File: config.mk
export PLATFORM = sky130hd
export DESIGN_NAME = mdl_z14gen
export DESIGN_NICKNAME = d
export VERILOG_FILES = /design/src/rtl/mdl_z14gen_pkg.sv /design/src/rtl/mdl_crc14_lfsr.sv /design/src/rtl/mdl_z14gen.sv
export SDC_FILE = /design/constraint.sdc
export NUM_CORES = 1
export LEC_CHECK = 0
export BUFFER_PORTS_ARGS = -buffer_cell sky130_fd_sc_hd__buf_2
export CORE_MARGIN = 4
export CORE_UTILIZATION = 57
export CTS_CLUSTER_SIZE = 24
export DETAILED_ROUTE_END_ITERATION = 10
export PLACE_DENSITY = 0.79
export SYNTH_ARGS = -nofsm -noshare
export SYNTH_HDL_FRONTEND = slang
export SYNTH_SLANG_ARGS = --single-unit
File: constraint.sdc
create_clock -name i_MCLK -period 3.3 [get_ports i_MCLK]
set_clock_uncertainty 0.2 [all_clocks]
set_input_delay 0.495 -clock i_MCLK [delete_from_list [all_inputs] [get_ports i_MCLK]]
set_output_delay 0.495 -clock i_MCLK [all_outputs]
set_load 0.02 [all_outputs]
File: src/rtl/mdl_z14gen_pkg.sv
// Shared definitions for the Z14 check-word generator and its LFSR.
package mdl_z14gen_pkg;

  localparam int CRC_BITS = 14;

  // x^14 + x^5 + x^4 + 1, feedback taps at bits 0, 4 and 5
  localparam logic [CRC_BITS-1:0] CRC_POLY = 14'h0031;

  typedef enum logic [1:0] {
    IDLE = 2'd0,
    DATA = 2'd1,
    CRC  = 2'd2,
    DONE = 2'd3
  } gen_state_t;

endpackage

File: src/rtl/mdl_crc14_lfsr.sv
// CRC14 remainder register. With feedback enabled it divides the serial
// input by the polynomial; with feedback disabled it is a plain left shift
// that walks the remainder out MSB-first. The evaluator uses the same layout.
module mdl_crc14_lfsr
  import mdl_z14gen_pkg::*;
(
  input  logic                i_MCLK,
  input  logic                ce,
  input  logic                clear,
  input  logic                shift,
  input  logic                fb_en,
  input  logic                din,
  output logic [CRC_BITS-1:0] crc
);

  logic                fb;
  logic [CRC_BITS-1:0] crc_nxt;

  // Next remainder: shift left and fold in the polynomial when feedback is set
  always_comb begin
    fb      = fb_en & (crc[CRC_BITS-1] ^ din);
    crc_nxt = {crc[CRC_BITS-2:0], 1'b0} ^ (fb ? CRC_POLY : '0);
  end

  // Remainder register; clear wins over shift, nothing moves without ce
  always_ff @(posedge i_MCLK) begin
    if (ce) begin
      if (clear)      crc <= '0;
      else if (shift) crc <= crc_nxt;
    end
  end

endmodule

File: src/rtl/mdl_z14gen.sv
// CRC14 check-word generator: passes a page of serial data through and then
// appends the 14-bit remainder MSB-first so the evaluator reads back zero.
module mdl_z14gen
  import mdl_z14gen_pkg::*;
#(
  parameter int PAGE_BITS = 512
) (
  input  logic                i_MCLK,
  input  logic                i_SYS_RST_n,
  input  logic                i_CLK2M_PCEN_n,
  input  logic                i_GEN_START_n,
  input  logic                i_GEN_ABORT_n,
  input  logic                i_BIT_STB,
  input  logic                i_GEN_BDI,
  output logic                o_GEN_BDO,
  output logic                o_GEN_BUSY_n,
  output logic                o_GEN_DONE_n,
  output logic [CRC_BITS-1:0] o_CRC14
);

  localparam logic [11:0] LAST_DATA = 12'(PAGE_BITS - 1);
  localparam logic [11:0] LAST_CRC  = 12'(CRC_BITS - 1);

  gen_state_t          state, state_nxt;
  logic [11:0]         cnt;
  logic                en;
  logic                rst;
  logic                abort;
  logic                in_phase;
  logic                lfsr_clr;
  logic [CRC_BITS-1:0] crc;

  assign en       = ~i_CLK2M_PCEN_n;
  assign rst      = ~i_SYS_RST_n;
  assign abort    = ~i_GEN_ABORT_n;
  assign in_phase = (state == DATA) || (state == CRC);

  // The register is wiped by reset, abort, or a start accepted in IDLE
  assign lfsr_clr = rst | abort | ((state == IDLE) & ~i_GEN_START_n);

  mdl_crc14_lfsr u_lfsr (
    .i_MCLK (i_MCLK),
    .ce     (en),
    .clear  (lfsr_clr),
    .shift  (i_BIT_STB & in_phase),
    .fb_en  (state == DATA),
    .din    (i_GEN_BDI),
    .crc    (crc)
  );

  // State register, advanced only on enabled edges
  always_ff @(posedge i_MCLK) begin
    if (en) begin
      if (rst) state <= IDLE;
      else     state <= state_nxt;
    end
  end

  // Next-state logic; abort overrides start and strobe
  always_comb begin
    state_nxt = state;
    if (abort) begin
      state_nxt = IDLE;
    end else begin
      case (state)
        IDLE:    if (!i_GEN_START_n)                 state_nxt = DATA;
        DATA:    if (i_BIT_STB && cnt == LAST_DATA)  state_nxt = CRC;
        CRC:     if (i_BIT_STB && cnt == LAST_CRC)   state_nxt = DONE;
        default: state_nxt = IDLE;
      endcase
    end
  end

  // Bit counter: restarts at every phase change, counts strobes inside a phase
  always_ff @(posedge i_MCLK) begin
    if (en) begin
      if (rst || abort || state_nxt != state) cnt <= '0;
      else if (i_BIT_STB && in_phase)         cnt <= cnt + 12'd1;
    end
  end

  // Outputs decoded from the current state; data passes straight through
  always_comb begin
    o_GEN_BDO    = 1'b0;
    o_GEN_BUSY_n = ~in_phase;
    o_GEN_DONE_n = (state != DONE);
    case (state)
      DATA:    o_GEN_BDO = i_GEN_BDI;
      CRC:     o_GEN_BDO = crc[CRC_BITS-1];
      default: o_GEN_BDO = 1'b0;
    endcase
  end

  assign o_CRC14 = crc;

endmodule

Yosys cells after proc, flatten, opt, wreduce, memory -nomap -nowiden --
Cells that the tools add are included.
Operators by class: reductions and logical operators 11, multiplexer cells 9, bitwise operators 12, equality and inequality tests 6, $add $sub $neg 1
Operator list (count):
- 14-bit 2-to-1 mux | 1
- 14-bit XOR | 1
- 12-bit by 1-bit adder with 12-bit output (second input constant) | 1
- 12-bit by 4-bit equality test with 1-bit output (second input constant) | 1
- 12-bit by 9-bit equality test with 1-bit output (second input constant) | 1
- 12-bit 2-to-1 mux | 1
- 2-bit 2-to-1 mux | 4
- 6-bit 2-to-1 mux | 1
- 2-bit case mux with 3 select lines | 1
- 1-bit NOT | 5
- 2-bit AND reduction | 2
- 2-bit nonzero test | 2
- 1-bit bitwise AND | 3
- 1-bit logical AND | 3
- 1-bit logical OR | 3
- 2-bit by 1-bit equality test with 1-bit output (second input constant) | 1
- 2-bit equality test (second input constant) | 1
- 2-bit logical NOT | 1
- 2-bit inequality test | 1
- 2-bit inequality test (second input constant) | 1
- 1-bit bitwise OR | 2
- 1-bit case mux with 2 select lines | 1
- 1-bit XOR | 1
Storage, ports and cells: output and inout bits 17, logic and storage cells 42, register bits after elaboration 28

Longest topological paths before layout --
Gate-level depths: netlist of run 1.
word-level depth 9, gate-level depth with buffers 8

Modules after synthesis --
From an unflattened synthesis of run 1, not the netlist that was laid out.
Unflattened totals: cells, all modules 151, area total of the unflattened synthesis 1779.2 sq um
Modules (own cells, without submodules):
- mdl_z14gen | area an instance 1123.6 sq um, seq. area each 420.4 sq um, times used 1, cells an instance 102
- mdl_crc14_lfsr | area an instance 655.6 sq um, seq. area each 420.4 sq um, times used 1, cells an instance 49

Least setup slack after synthesis of run 1 --
No wires, ideal clock.
path kind flip-flop to flip-flop, from register state[0], to register cnt[0], enable pin, required time 2.739 ns, period minus slack after synthesis 2.589 ns, setup slack 0.711 ns, arrival 2.029 ns, cell stages (with the launch flop) 8, cells stage by stage edfxtp_1 inv_1 ha_1 and4bb_2 nand4b_1 a211oi_2 and3_2 o41a_1
On the way: word-level cells in the longest chain between the ends 7, elaborated cells between the ends (all ways) 14, those cells by class 3 x eq/ne; 5 x mux; 6 x reduce/logical
Ends and longest elaborated chain:
- start: declaration | RTL line mdl_z14gen.sv:24 | gen_state_t state, state_nxt;
- start signal: assignment | RTL line mdl_z14gen.sv:55 | else state <= state_nxt;
- 2-bit equality test, or another cell as far along | RTL line mdl_z14gen.sv:36, mdl_z14gen.sv:65
- 2-bit case mux with 3 select lines | RTL line mdl_z14gen.sv:65 | case (state)
- 2-bit 2-to-1 mux | RTL line mdl_z14gen.sv:62 | if (abort) begin
- 2-bit inequality test | RTL line mdl_z14gen.sv:77 | if (rst || abort || state_nxt != state) cnt <= '0;
- 1-bit logical OR | RTL line mdl_z14gen.sv:77
- 2-bit nonzero test (no source line) *
- 2-bit AND reduction (no source line) *
- end signal: assignment | RTL line mdl_z14gen.sv:78 | else if (i_BIT_STB && in_phase) cnt <= cnt + 12'd1;
- end: declaration | RTL line mdl_z14gen.sv:25 | logic [11:0] cnt;
Mark *: on every way between the ends. The rest lies on a longest branch, timed or not. A chain may end at the register's enable or synchronous reset.

Worst setup path in the final report of run 1 --
from register state[0], to register cnt[11], enable pin
The elaborated chain is that of the path after synthesis.

==> impl_metrics.py, run 1 <==
metrics = {
    "critical_path": {
        "crit_family": "compound AO/OA/AOI/OAI gates",
        "cp_max_fo": 12,
        "required_ps": 3090,
        "critPathBufInv": 1,
        "max_stage_delay_ps": 550,
        "crit_chain": "inv_1, ha_1, and4bb_2, nand4b_1, a211oi_2, and3_2, o41a_1",
        "cp_slowest_cell": "o41a_1",
        "cp.arrival_ps": 2710,
        "endpoint_kind": "flip-flop",
        "path_class": "reg -> reg",
        "startpoint_type": "flip-flop",
    },
    "route": {
        "avgViaCountPerCell": 5.78,
        "routed_wirelength_um": 3190,
        "wl_per_cell_um": 16.9,
        "final_antenna_net_count": 0,
        "drt-pass1-iter-count": 4,
        "drc_errors": 0,
        "drtIter0Drc": 78,
        "via_count": 1092,
    },
    "sta": {
        "final-hold-violation-count": 0,
        "fin_crit_sh_pct": 88.6,
        "rsz0062_at_grt": "no",
        "layout_min_cycle_time_ps": 2930,
        "finalSetupTns_ps": 0,
        "fin_ws_ps": 375,
        "fmax_mhz": 342,
        "worst_pin_slew_ps": 623,
        "setup_viol": 0,
        "slew_violations": 0,
        "slew_headroom_pct": 58.5,
    },
    "worst_hold_path": {
        "hold_class": "in -> reg",
    },
    "clock_tree": {
        "cts_max_path_buffers": 2,
        "cts_resized": 0,
        "cts_setup_buffers": 0,
        "ctsHoldBuffers": 0,
        "cts.sinks": 28,
        "worst_skew_pair.late_latency_ps": 330,
        "cts_inserted_buffers": 3,
        "root_buffer": "clkbuf_4",
        "cts_tree": "yes",
        "h-tree-depth": 1,
        "clkTransAtPathRegs_ps": 160,
    },
    "synth": {
        "ys_seq_area_share_pct": 48.6,
        "synthMuxAreaShare_pct": 0,
        "ys_types": 36,
        "ys_ff_latch": 28,
        "synth_xor_area_share_pct": 6.58,
        "synthCells": 143,
        "synth_compound_area_share_pct": 5.35,
        "synth_area_um2": 1730,
        "synth-simple-area-share_pct": 26.6,
        "ys_warn_count": 0,
        "synthAdderAreaFrac_pct": 5.06,
        "avgSynthCellArea_um2": 12.1,
        "synth_top_family_by_area": "simple AND/OR/NAND/NOR gates",
        "syn_nets": 157,
    },
    "grt": {
        "met1_usage_pct": 23.5,
        "grt_pass1_vias": 1088,
        "grt_usage_pct": 16.5,
        "grt_start_max_net_pins": 17,
        "grt_first_pass_wirelength_um": 5200,
        "top_usage_layer": "met2",
        "grt_use_met2_pct": 25.6,
        "antenna_found_initial": 0,
        "grt_overflow_total": 0,
        "use_met3_pct": 3.20,
    },
    "final_layout": {
        "final_common_cell": "edfxtp_1",
        "synthToLayoutAreaGrowth_pct": 6.86,
        "num_antenna_cells": 0,
        "fin_util_pct": 65.4,
        "fin_nets": 173,
        "drive_above_1_share_pct": 32.3,
        "final_cell_mix": "edfxtp_1 (28), buf_2 (23), and2_1 (12), nor2_1 (10), xor2_1 (10)",
    },
    "die": {
        "fp.coreArea_um2": 2830,
        "die_area_um2": 3980,
        "rows": 19,
        "start_util_pct": 61.2,
        "die_h_um": 63.1,
        "num_io_pins": 24,
        "die_w_um": 63.1,
    },
    "pwr": {
        "p_total_mw": 0.783,
        "power_density_nw_per_um2": 423,
        "ir_drop_uv": 282,
        "power_leakage_nw": 0.683,
    },
    "status": {
        "status": "completed",
    },
    "placement": {
        "dpl.hpwl_um": 2340,
        "portBuffers": 23,
        "dp_slack_ps": 424,
        "gp_congestion": 0.907,
    },
    "run": {
        "drv_cap": 0,
    },
}
## cell families after synthesis
family / Yosys count
AOI/OAI and AO/OA: 10
xor gates and xnor gates: 13
adders and majority gates: 7
buffers and inverters: 22
DFF: 28
and+or+nand+nor: 63
## registers in the layout, summed over array words and instances, names as in the netlist
register,count
cnt,12
u_lfsr.crc,14
state,2
## cell usage after synthesis, drive strengths merged
master	instances	area share, %
a22oi	1	0.43
nor3b	2	0.87
xor2	10	5.1
or2b	1	0.43
nor4	12	8.5
nand4b	1	0.51
nor4b	1	1.4
nor3	4	1.8
xnor2	3	1.5
a211oi	1	0.72
clkbuf	1	0.22
and2	12	4.3
nand2	6	1.3
and4bb	1	0.72
o41a	1	0.65
nor2b	1	0.36
buf	14	6.1
edfxtp	28	49
a21oi	3	1.1
o31ai	1	0.72
nor2	10	2.2
inv	7	1.5
nand4	2	0.72
ha	7	5.1
or2	1	0.36
nand3	7	2.3
and3	2	0.87
o21a	2	0.87
a2111oi	1	0.87
## per-layer routing
layer,vias to the layer above,part of all wire (%),wire (um)
li1,539,-,-
met1,528,50,1600
met2,23,46,1460
met3,2,3.5,111
met4,0,0.63,20
met5,-,0,0
## layout make-up
class / count / area [um2]
multi-input combinational: 93 / 754
fill: 215 / 978
clock buffer: 3 / 22.5
tap: 31 / 38.8
inverter: 7 / 26.3
timing repair buffer: 26 / 138
sequential: 28 / 841
clock inverter: 1 / 30.0
## metrics by stage
stage | cells | instance area [um2] | hold WS (ps)
after floorplan | 143 | 1730 | 326
after global placement | 185 | 1800 | 324
after detailed placement | 185 | 1800 | 330
after CTS | 189 | 1850 | 297
after global routing | 189 | 1850 | 283
final | 189 | 1850 | 299
## worst reg2reg max path, delay by kind of cell (launching register included)
kind | cells | cell delay, ps
AO/OA/AOI/OAI | 2 | 830
AND/OR/NAND/NOR | 3 | 610
flip-flops | 1 | 480
adder cells (fa/ha/maj) | 1 | 300
buffers and inverters | 1 | 160
## power by group
part	switching, mW	internal, mW	total, mW	leakage [nW]
logic	0.0745	0.0414	0.116	0.371
registers	0.0203	0.416	0.437	0.284
clock network	0.107	0.123	0.230	0.0279
total	0.202	0.581	0.783	0.683
## worst paths after layout
| check | from | endpoint | slack [ps] | cells past startpoint |
|---|---|---|---|---|
| worst min register to register | u_lfsr.crc[11] | u_lfsr.crc[12] | 360 | 1 |
| worst min-delay path | i_SYS_RST_n | state[0] | 300 | 2 |
| worst max-delay path | state[0] | cnt[11] | 370 | 7 |
| worst max register to register | state[0] | cnt[11] | 370 | 7 |
Power figures use the tool's default switching activity.
==> run 2, diff against run 1 <==
==> constraint.sdc (replaced) <==
create_clock -name i_MCLK -period 2.9 [get_ports i_MCLK]
set_clock_uncertainty 0.2 [all_clocks]
set_input_delay 0.435 -clock i_MCLK [delete_from_list [all_inputs] [get_ports i_MCLK]]
set_output_delay 0.435 -clock i_MCLK [all_outputs]
set_load 0.02 [all_outputs]
==> impl_metrics.py, run 2 (synthesis results as in run 1) <==
metrics = {
    "grt": {
        "grt_overflow_total": 0,
        "grt_first_pass_wirelength_um": 5310,
        "grt_start_max_net_pins": 16,
        "antenna_found_initial": 0,
        "grt_usage_pct": 16.8,
        "grt_pass1_vias": 1150,
    },
    "final_layout": {
        "design_area_um2": 1860,
        "largest_reg_flops": 14,
        "regArea_um2": 841,
        "final_common_cell": "edfxtp_1",
        "biggestRegsByFlops": "u_lfsr.crc x14, cnt x12, state x2",
        "fin_nets": 176,
        "synthToLayoutAreaGrowth_pct": 7.23,
        "drive_above_1_share_pct": 33.5,
        "regMostFlops": "u_lfsr.crc",
        "final_cell_mix": "edfxtp_1 (28), buf_2 (23), and2_1 (12), nor2_1 (10), xor2_1 (10)",
        "multi_input_area_um2": 764,
        "num_antenna_cells": 0,
        "fillCellCount": 233,
    },
    "route": {
        "wl_per_cell_um": 17.0,
        "avgViaCountPerCell": 5.81,
        "drt-pass1-iter-count": 4,
        "routed_wirelength_um": 3260,
        "drc_errors": 0,
        "final_antenna_net_count": 0,
        "drtIter0Drc": 44,
        "via_count": 1115,
    },
    "die": {
        "die_h_um": 63.1,
        "fp.coreArea_um2": 2830,
        "die_area_um2": 3980,
        "die_w_um": 63.1,
        "num_io_pins": 24,
        "start_util_pct": 61.2,
        "rows": 19,
    },
    "critical_path": {
        "required_ps": 2780,
        "path_depth": 7,
        "cp.arrival_ps": 2640,
        "critPathBufInv": 1,
        "cp_max_fo": 12,
        "crit_family": "compound AO/OA/AOI/OAI gates",
        "reg2regPathDepth": 7,
        "endpoint_kind": "flip-flop",
        "setup.worst_path.start": "state[0]",
        "path_class": "reg -> reg",
        "max_stage_delay_ps": 590,
        "r2r_setup_slack_ps": 150,
        "reg2reg_to": "cnt[11]",
        "crit_chain": "inv_1, ha_1, nor2b_1, nor2_1, a211oi_2, a21oi_2, o41a_4",
        "cp_slowest_cell": "o41a_4",
        "startpoint_type": "flip-flop",
        "crit_end": "cnt[11]",
        "r2r_start": "state[0]",
    },
    "sta": {
        "setup_viol": 0,
        "fmax_mhz": 363,
        "slew_violations": 0,
        "slew_headroom_pct": 59.0,
        "layout_min_cycle_time_ps": 2750,
        "final-hold-violation-count": 0,
        "rsz0062_at_grt": "no",
        "worst_pin_slew_ps": 615,
        "fin_crit_sh_pct": 94.9,
        "finalSetupTns_ps": 0,
    },
    "clock_tree": {
        "h-tree-depth": 1,
        "worst_skew_pair.late_latency_ps": 330,
        "cts_setup_buffers": 0,
        "cts_tree": "yes",
        "root_buffer": "clkbuf_4",
        "cts_max_path_buffers": 2,
        "cts_inserted_buffers": 3,
        "cts.sinks": 28,
        "clkTransAtPathRegs_ps": 150,
    },
    "placement": {
        "gp_congestion": 0.817,
        "dpl.hpwl_um": 2410,
        "postPlaceCellArea_um2": 1820,
        "portBuffers": 23,
    },
    "pwr": {
        "power_density_nw_per_um2": 431,
        "power_leakage_nw": 0.691,
        "ir_drop_uv": 328,
    },
    "run": {
        "drv_cap": 0,
    },
    "status": {
        "status": "completed",
    },
    "worst_hold_path": {
        "hold_class": "in -> reg",
    },
}
[run 2: how the worst min path moves through the flow]
stage | from | to | slack [ps] | cells past startpoint
5_1_grt | i_CLK2M_PCEN_n | state[1] | 250 | 2
4_1_cts | i_CLK2M_PCEN_n | state[0] | 240 | 2
6_report | i_CLK2M_PCEN_n | state[0] | 250 | 2
3_3_place_gp | u_lfsr.crc[11] | u_lfsr.crc[12] | 320 | 1
3_5_place_dp | u_lfsr.crc[9] | u_lfsr.crc[10] | 340 | 1
2_1_floorplan | u_lfsr.crc[9] | u_lfsr.crc[10] | 330 | 1
[run 2: metal layers]
layer | GRT usage (%) | vias up | wire length [um]
met5 | 0 | - | 0
met4 | 4.96 | 0 | 42
met3 | 3.37 | 4 | 151
met2 | 29.2 | 30 | 1620
met1 | 20.9 | 542 | 1450
li1 | - | 539 | -
[run 2: worst reg2reg max path: stages, from the launching register on]
cell and delay [ps]:
edfxtp_1 480, inv_1 200, ha_1 250, nor2b_1 240
nor2_1 80, a211oi_2 330, a21oi_2 130, o41a_4 590
[run 2: per-stage QoR]
stage               hold WS [ps]  instances  total power, mW  setup slack [ps]  utilization, %
floorplan                    326        143            0.609               311               -
global placement             323        188            0.635               219            64.4
detailed placement           338        188            0.640              12.1            64.4
CTS                          241        192            0.801              98.7            65.3
global route                 250        192            0.833              3.96            65.6
finish                       248        192            0.800               147            65.6
[run 2: what timing repair did]
action / 4_1_cts / 5_1_grt
hold buffers: 0 / 0
gates resized for setup: 1 / 1
pin swaps: 0 / 0
setup endpoints to repair: 12 / 12
[run 2: layout make-up]
cell class	count	area share, %
clock buffers	3	1.21
flip-flops and latches	28	45.3
clock inverters	1	0.202
repair buffers	29	8.63
inverters	7	1.42
well taps	31	2.09
multi-input cells	93	41.2
[run 2: power breakdown]
group          switching, mW  leakage [nW]  internal (mW)
sequential            0.0226         0.284          0.474
clock                  0.116        0.0154         0.0506
combinational         0.0865         0.391         0.0505
total                  0.226         0.691          0.575
